$ cat config.mk
export PLATFORM = sky130hd
export DESIGN_NAME = serial_addsub8_flat
export DESIGN_NICKNAME = d
export VERILOG_FILES = /design/src/rtl/serial_addsub8_if.sv /design/src/rtl/serial_addsub8.sv /design/src/flat_wrapper.sv
export SDC_FILE = /design/constraint.sdc
export NUM_CORES = 1
export LEC_CHECK = 0
export CAP_MARGIN = 20
export CELL_PAD_IN_SITES_DETAIL_PLACEMENT = 0
export CELL_PAD_IN_SITES_GLOBAL_PLACEMENT = 1
export CORE_UTILIZATION = 43
export DETAILED_ROUTE_END_ITERATION = 8
export PLACE_DENSITY = 0.87
export SETUP_SLACK_MARGIN = 0.5
export SLEW_MARGIN = 10
export SYNTH_ARGS = -nofsm -noshare
export SYNTH_HDL_FRONTEND = slang
export SYNTH_SLANG_ARGS = --single-unit
$ cat constraint.sdc
create_clock -name clk -period 3.5 [get_ports clk]
set_clock_uncertainty 0.05 [all_clocks]
set_input_delay 0.35 -clock clk [delete_from_list [all_inputs] [get_ports clk]]
set_output_delay 0.35 -clock clk [all_outputs]
set_load 0.02 [all_outputs]
$ cat src/rtl/serial_addsub8_if.sv
// serial_addsub8_if: operand/result bundle for the bit-serial add/subtract unit.
// Ports (via modports):
//   master drives start, sub, a, b and observes busy, done, result and flags.
//   slave  (the unit) observes start, sub, a, b and drives busy, done, result,
//          carry, overflow, zero, negative.
interface serial_addsub8_if #(parameter int WIDTH = 8);
    logic             start;
    logic             sub;
    logic [WIDTH-1:0] a;
    logic [WIDTH-1:0] b;
    logic             busy;
    logic             done;
    logic [WIDTH-1:0] result;
    logic             carry;
    logic             overflow;
    logic             zero;
    logic             negative;

    modport master (
        output start, sub, a, b,
        input  busy, done, result, carry, overflow, zero, negative
    );

    modport slave (
        input  start, sub, a, b,
        output busy, done, result, carry, overflow, zero, negative
    );
endinterface

$ cat src/rtl/serial_addsub8.sv
// serial_addsub8: bit-serial WIDTH-bit add/subtract through one full-adder cell.
// Ports:
//   clk   - rising-edge clock
//   rst_n - asynchronous active-low reset
//   bus   - serial_addsub8_if.slave: start/sub/a/b in; busy/done/result and
//           carry/overflow/zero/negative flags out (held until the next done)
module fulladd (
    input  logic a,
    input  logic b,
    input  logic cin,
    output logic s,
    output logic cout
);
    assign s    = a ^ b ^ cin;
    assign cout = (a & b) | (cin & (a ^ b));
endmodule

module serial_addsub8 #(
    parameter int WIDTH = 8
) (
    input logic             clk,
    input logic             rst_n,
    serial_addsub8_if.slave bus
);
    localparam int CW = $clog2(WIDTH);

    typedef enum logic [1:0] {IDLE, RUN, DONE} state_t;

    state_t           state;
    logic [WIDTH-1:0] a_sh;
    logic [WIDTH-1:0] b_sh;
    logic [WIDTH-1:0] sum_sh;
    logic [CW-1:0]    cnt;
    logic             c;
    logic             s;
    logic             cout;
    logic             last;
    logic [WIDTH-1:0] sum_next;

    fulladd u_fa (
        .a   (a_sh[0]),
        .b   (b_sh[0]),
        .cin (c),
        .s   (s),
        .cout(cout)
    );

    // Sum bits enter at the MSB so after WIDTH shifts the word is aligned.
    assign sum_next = {s, sum_sh[WIDTH-1:1]};
    assign last     = (cnt == CW'(WIDTH - 1));

    always_ff @(posedge clk or negedge rst_n) begin
        if (!rst_n) begin
            state        <= IDLE;
            a_sh         <= '0;
            b_sh         <= '0;
            sum_sh       <= '0;
            cnt          <= '0;
            c            <= 1'b0;
            bus.busy     <= 1'b0;
            bus.done     <= 1'b0;
            bus.result   <= '0;
            bus.carry    <= 1'b0;
            bus.overflow <= 1'b0;
            bus.zero     <= 1'b0;
            bus.negative <= 1'b0;
        end else begin
            case (state)
                IDLE: begin
                    if (bus.start) begin
                        a_sh     <= bus.a;
                        // Subtraction is a + ~b + 1; the +1 rides in on the carry flop.
                        b_sh     <= bus.sub ? ~bus.b : bus.b;
                        c        <= bus.sub;
                        cnt      <= '0;
                        bus.busy <= 1'b1;
                        state    <= RUN;
                    end
                end
                RUN: begin
                    sum_sh <= sum_next;
                    a_sh   <= a_sh >> 1;
                    b_sh   <= b_sh >> 1;
                    c      <= cout;
                    cnt    <= last ? '0 : cnt + 1'b1;
                    if (last) begin
                        bus.result   <= sum_next;
                        bus.carry    <= cout;
                        // c is still the carry into the MSB on this edge.
                        bus.overflow <= c ^ cout;
                        bus.zero     <= (sum_next == '0);
                        bus.negative <= s;
                        bus.done     <= 1'b1;
                        state        <= DONE;
                    end
                end
                DONE: begin
                    bus.done <= 1'b0;
                    bus.busy <= 1'b0;
                    state    <= IDLE;
                end
                default: state <= IDLE;
            endcase
        end
    end
endmodule

$ cat src/flat_wrapper.sv
// flat-port wrapper written by rule: the top's interface ports become plain ports
module serial_addsub8_flat 
#(
    parameter int WIDTH = 8
)
  (clk, rst_n, bus_start, bus_sub, bus_a, bus_b, bus_busy, bus_done, bus_result, bus_carry, bus_overflow, bus_zero, bus_negative);
  serial_addsub8_if #(.WIDTH(WIDTH)) bus_i ();
  input logic clk;
  input logic rst_n;
  input wire logic [$bits(bus_i.start)-1:0] bus_start;
  input wire logic [$bits(bus_i.sub)-1:0] bus_sub;
  input wire logic [$bits(bus_i.a)-1:0] bus_a;
  input wire logic [$bits(bus_i.b)-1:0] bus_b;
  output wire logic [$bits(bus_i.busy)-1:0] bus_busy;
  output wire logic [$bits(bus_i.done)-1:0] bus_done;
  output wire logic [$bits(bus_i.result)-1:0] bus_result;
  output wire logic [$bits(bus_i.carry)-1:0] bus_carry;
  output wire logic [$bits(bus_i.overflow)-1:0] bus_overflow;
  output wire logic [$bits(bus_i.zero)-1:0] bus_zero;
  output wire logic [$bits(bus_i.negative)-1:0] bus_negative;
  assign bus_i.start = bus_start;
  assign bus_i.sub = bus_sub;
  assign bus_i.a = bus_a;
  assign bus_i.b = bus_b;
  assign bus_busy = bus_i.busy;
  assign bus_done = bus_i.done;
  assign bus_result = bus_i.result;
  assign bus_carry = bus_i.carry;
  assign bus_overflow = bus_i.overflow;
  assign bus_zero = bus_i.zero;
  assign bus_negative = bus_i.negative;
  serial_addsub8 #(.WIDTH(WIDTH)) u_core (.clk(clk), .rst_n(rst_n), .bus(bus_i));
endmodule
==> summary.md <==
| Metric | Value |
|---|---|
| Status | finished, final reports clean |
| Core Area | 4090 sq um |
| Ports | 34 |
| Diode count | 0 |
| MaxCap Viol Count | 0 |
| Buffers on Ports | 33 |
| Initial Utilization | 45.8% |
| Routed Antenna Nets | 0 |
| PD cells | 833 nW/um^2 |
| CTS sink cnt | 42 |
| Reg2reg start | u_core.cnt[0]$_DFFE_PN0P_ |
| Global-route wire length before repair | 5930 microns |
| Min Clock Period, post-route | 1880 ps |
| CP top delay family | simple AND/OR/NAND/NOR gates |
| Later-pin clock latency in the skew report | 280 ps |
| Slew headroom | 39.9% |
| Largest net degree at the start of global routing | 43 |
| Fmax | 0.532 GHz |
| Post-Syn Area | 1870 sq um |
| CP Capture Type | flip-flop |
| Non-Filler Instances | 256 |
| Worst setup SP type | flip-flop |
| Initial antenna violation count | 0 |
| Max-slew violation count | 0 |
| Clock root cell | clkbuf_8 |
| Die Height | 68.0 microns |
| Commonest non-fill, non-tap cell in the layout | dfrtp_1 |
| DR iter-0 viols | 62 |
| Die outline area | 4620 sq um |
| Period utilization | 53.7% |
| Worst Path Buf+Inv | 0 |
| Vias | 1,325 |
| Avg Inst Size Synth | 10.6 sq um |
| Worst-path fanout max | 14 |
| WP depth | 4 |
| Dpl hpwl | 2350 microns |
| Crit path cell chain | ha_1 > ha_1 > nand3b_1 > mux2_2 |
| Wirelength per Cell | 13.0 microns |
| CTS tree | yes |
| Worst hold margin | 138 ps |
| Slowest cell on the critical path | nand3b_1 |
| DRC errors left | 0 |
| CP peak stage delay | 460 ps |
| Share of cells above drive strength 1 | 10.2% |
| CTS resizes | 0 |
| Final Hold Viols | 0 |
| Gr usage total | 17.6% |
| Most frequent CP cell | ha_1 |
| Total gr overflow | 0 |
| RD Place Congestion | 0.727 |
| Area growth syn-to-layout | 23.5% |
| Cts hold-fix bufs | 0 |
| Setup Total Neg Slack | 0 ps |
| Placed insts | 247 |
| Post-Synthesis Cells | 176 |
| Most frequent cells in the layout | dfrtp_1, nand2_1, clkdlybuf4s50_1 |
| Final wirelength | 3330 microns |
| H-tree depth | 2 |
| Die X | 68.0 microns |
| Final nets | 228 |
| Number of buffers created by CTS | 5 |
| # fillers | 343 |
| Post-synth cell types | 30 |
| Vias in the first global route | 1,281 |
| Crit path DAT | 2000 ps |
| Sequential-to-total area share from yosys stat | 56.2% |
| Tot Pwr | 1.92 mW |
| Routed vias/inst | 5.18 |
| Drt first pass iters | 4 |
| Setup Crit Path Kind | reg -> reg |
| Worst Hold Class | in -> async |
| Num rows | 23 |
| Setup repair bufs after CTS | 0 |
| WP data required | 3620 ps |
| Max Buffers Root-to-Sink | 2 |
| Worst-path clk slew | 80 ps |
| Flops & latches, synth | 42 |
| RSZ-0062 raised after global routing | false |
| Setup violators final | 0 |
| Lkg Pwr | 1.04 nW |
| Worst Max-Slew Pin Slew | 902 ps |
| Critical path launch point | u_core.cnt[0]$_DFFE_PN0P_ |
| Reg2reg path depth | 4 |
| Yosys warns | 0 |
| VDD IR-drop max | 0.000284 V |
| Syn_nets | 199 |
final cells by class:
class	count	area (sq um)	share of cell area, %
Clock buffer	8	110	4.76
Tap cell	50	62.6	2.71
Inverter	4	15.0	0.650
Multi-Input combinational cell	118	739	32.0
Timing Repair Buffer	34	333	14.4
Sequential cell	42	1050	45.5
flip-flops by register name (all words and copies together) (netlist names):
| signal | count |
|---|---|
| u_core.cnt | 3 |
| u_core.bus.overflow | 1 |
| u_core.bus.result | 8 |
| u_core.sum_sh | 7 |
| u_core.c | 1 |
| u_core.b_sh | 8 |
| u_core.bus.zero | 1 |
| u_core.bus.busy | 1 |
| u_core.a_sh | 8 |
| u_core.bus.done | 1 |
| u_core.bus.carry | 1 |
| u_core.state | 2 |
routing by layer:
layer | GRT usage, % | vias to the layer above | part of all wire [%]
met1 | 23.2 | 630 | 48
met3 | 4.33 | 7 | 3.8
met4 | 8.33 | 0 | 1.6
li1 | - | 655 | -
met2 | 27.0 | 33 | 46
met5 | 0 | - | 0
synth_stat cells:
cell | number | area share, %
nand3b_1 | 2 | 0.80
fa_1 | 1 | 1.1
and2_1 | 8 | 2.7
buf_4 | 1 | 0.40
a211oi_2 | 1 | 0.67
o21ai_0 | 13 | 3.5
nand2_1 | 38 | 7.6
xnor2_1 | 8 | 3.7
inv_1 | 3 | 0.60
ha_1 | 2 | 1.3
buf_6 | 1 | 0.60
dfrtp_1 | 42 | 56
o21bai_2 | 1 | 0.60
o221ai_1 | 1 | 0.47
nor4_1 | 2 | 0.67
clkbuf_2 | 1 | 0.27
or3b_1 | 1 | 0.47
nand3_1 | 3 | 0.80
a31oi_1 | 8 | 2.7
o31ai_1 | 1 | 0.40
mux2_2 | 9 | 5.4
buf_2 | 6 | 1.6
a21oi_1 | 3 | 0.80
a221o_1 | 6 | 3.2
nor2_1 | 7 | 1.4
xor2_1 | 1 | 0.47
clkinv_1 | 1 | 0.20
nor2b_1 | 1 | 0.33
clkbuf_1 | 3 | 0.60
or2b_1 | 1 | 0.40
through the flow:
step	instance area [sq um]	setup slack, ps	util, %
detailed placement	2190	1360	53.7
floorplan	1870	1820	-
CTS	2300	1540	56.4
global route	2310	1510	56.6
finish	2310	1620	56.6
global placement	2190	1400	53.7
logic make-up (layout without fill, tap and decap cells):
kind of cell,count (synthesis),after routing,synth area share (%)
simple gates,63,63,15.2
flops,42,42,56.2
compound gates,34,34,12.3
buf+inv,16,46,4.28
xor+xnor,9,9,4.21
mux,9,9,5.42
fa+ha+maj,3,3,2.41
report_power, final:
part           internal (mW)  switching [mW]  leakage, nW  total [mW]
logic                  0.357           0.383        0.451       0.741
registers              0.686           0.146        0.533       0.832
clock network          0.199           0.153       0.0575       0.352
total                   1.24           0.683         1.04        1.92
worst paths after layout:
| check | endpoint | slack [ps] |
|---|---|---|
| worst min register to register | u_core.a_sh[5]$_DFFE_PN0P_ | 420 |
| worst max-delay path | u_core.bus.carry$_DFFE_PN0P_ | 1620 |
| worst max register to register | u_core.bus.carry$_DFFE_PN0P_ | 1620 |
| worst min-delay path | u_core.a_sh[2]$_DFFE_PN0P_ | 140 |
| min in group clk | u_core.a_sh[5]$_DFFE_PN0P_ | 420 |
| max in group asynchronous | u_core.b_sh[2]$_DFFE_PN0P_ | 2690 |
Note: power is estimated with default switching activity, not from simulation.
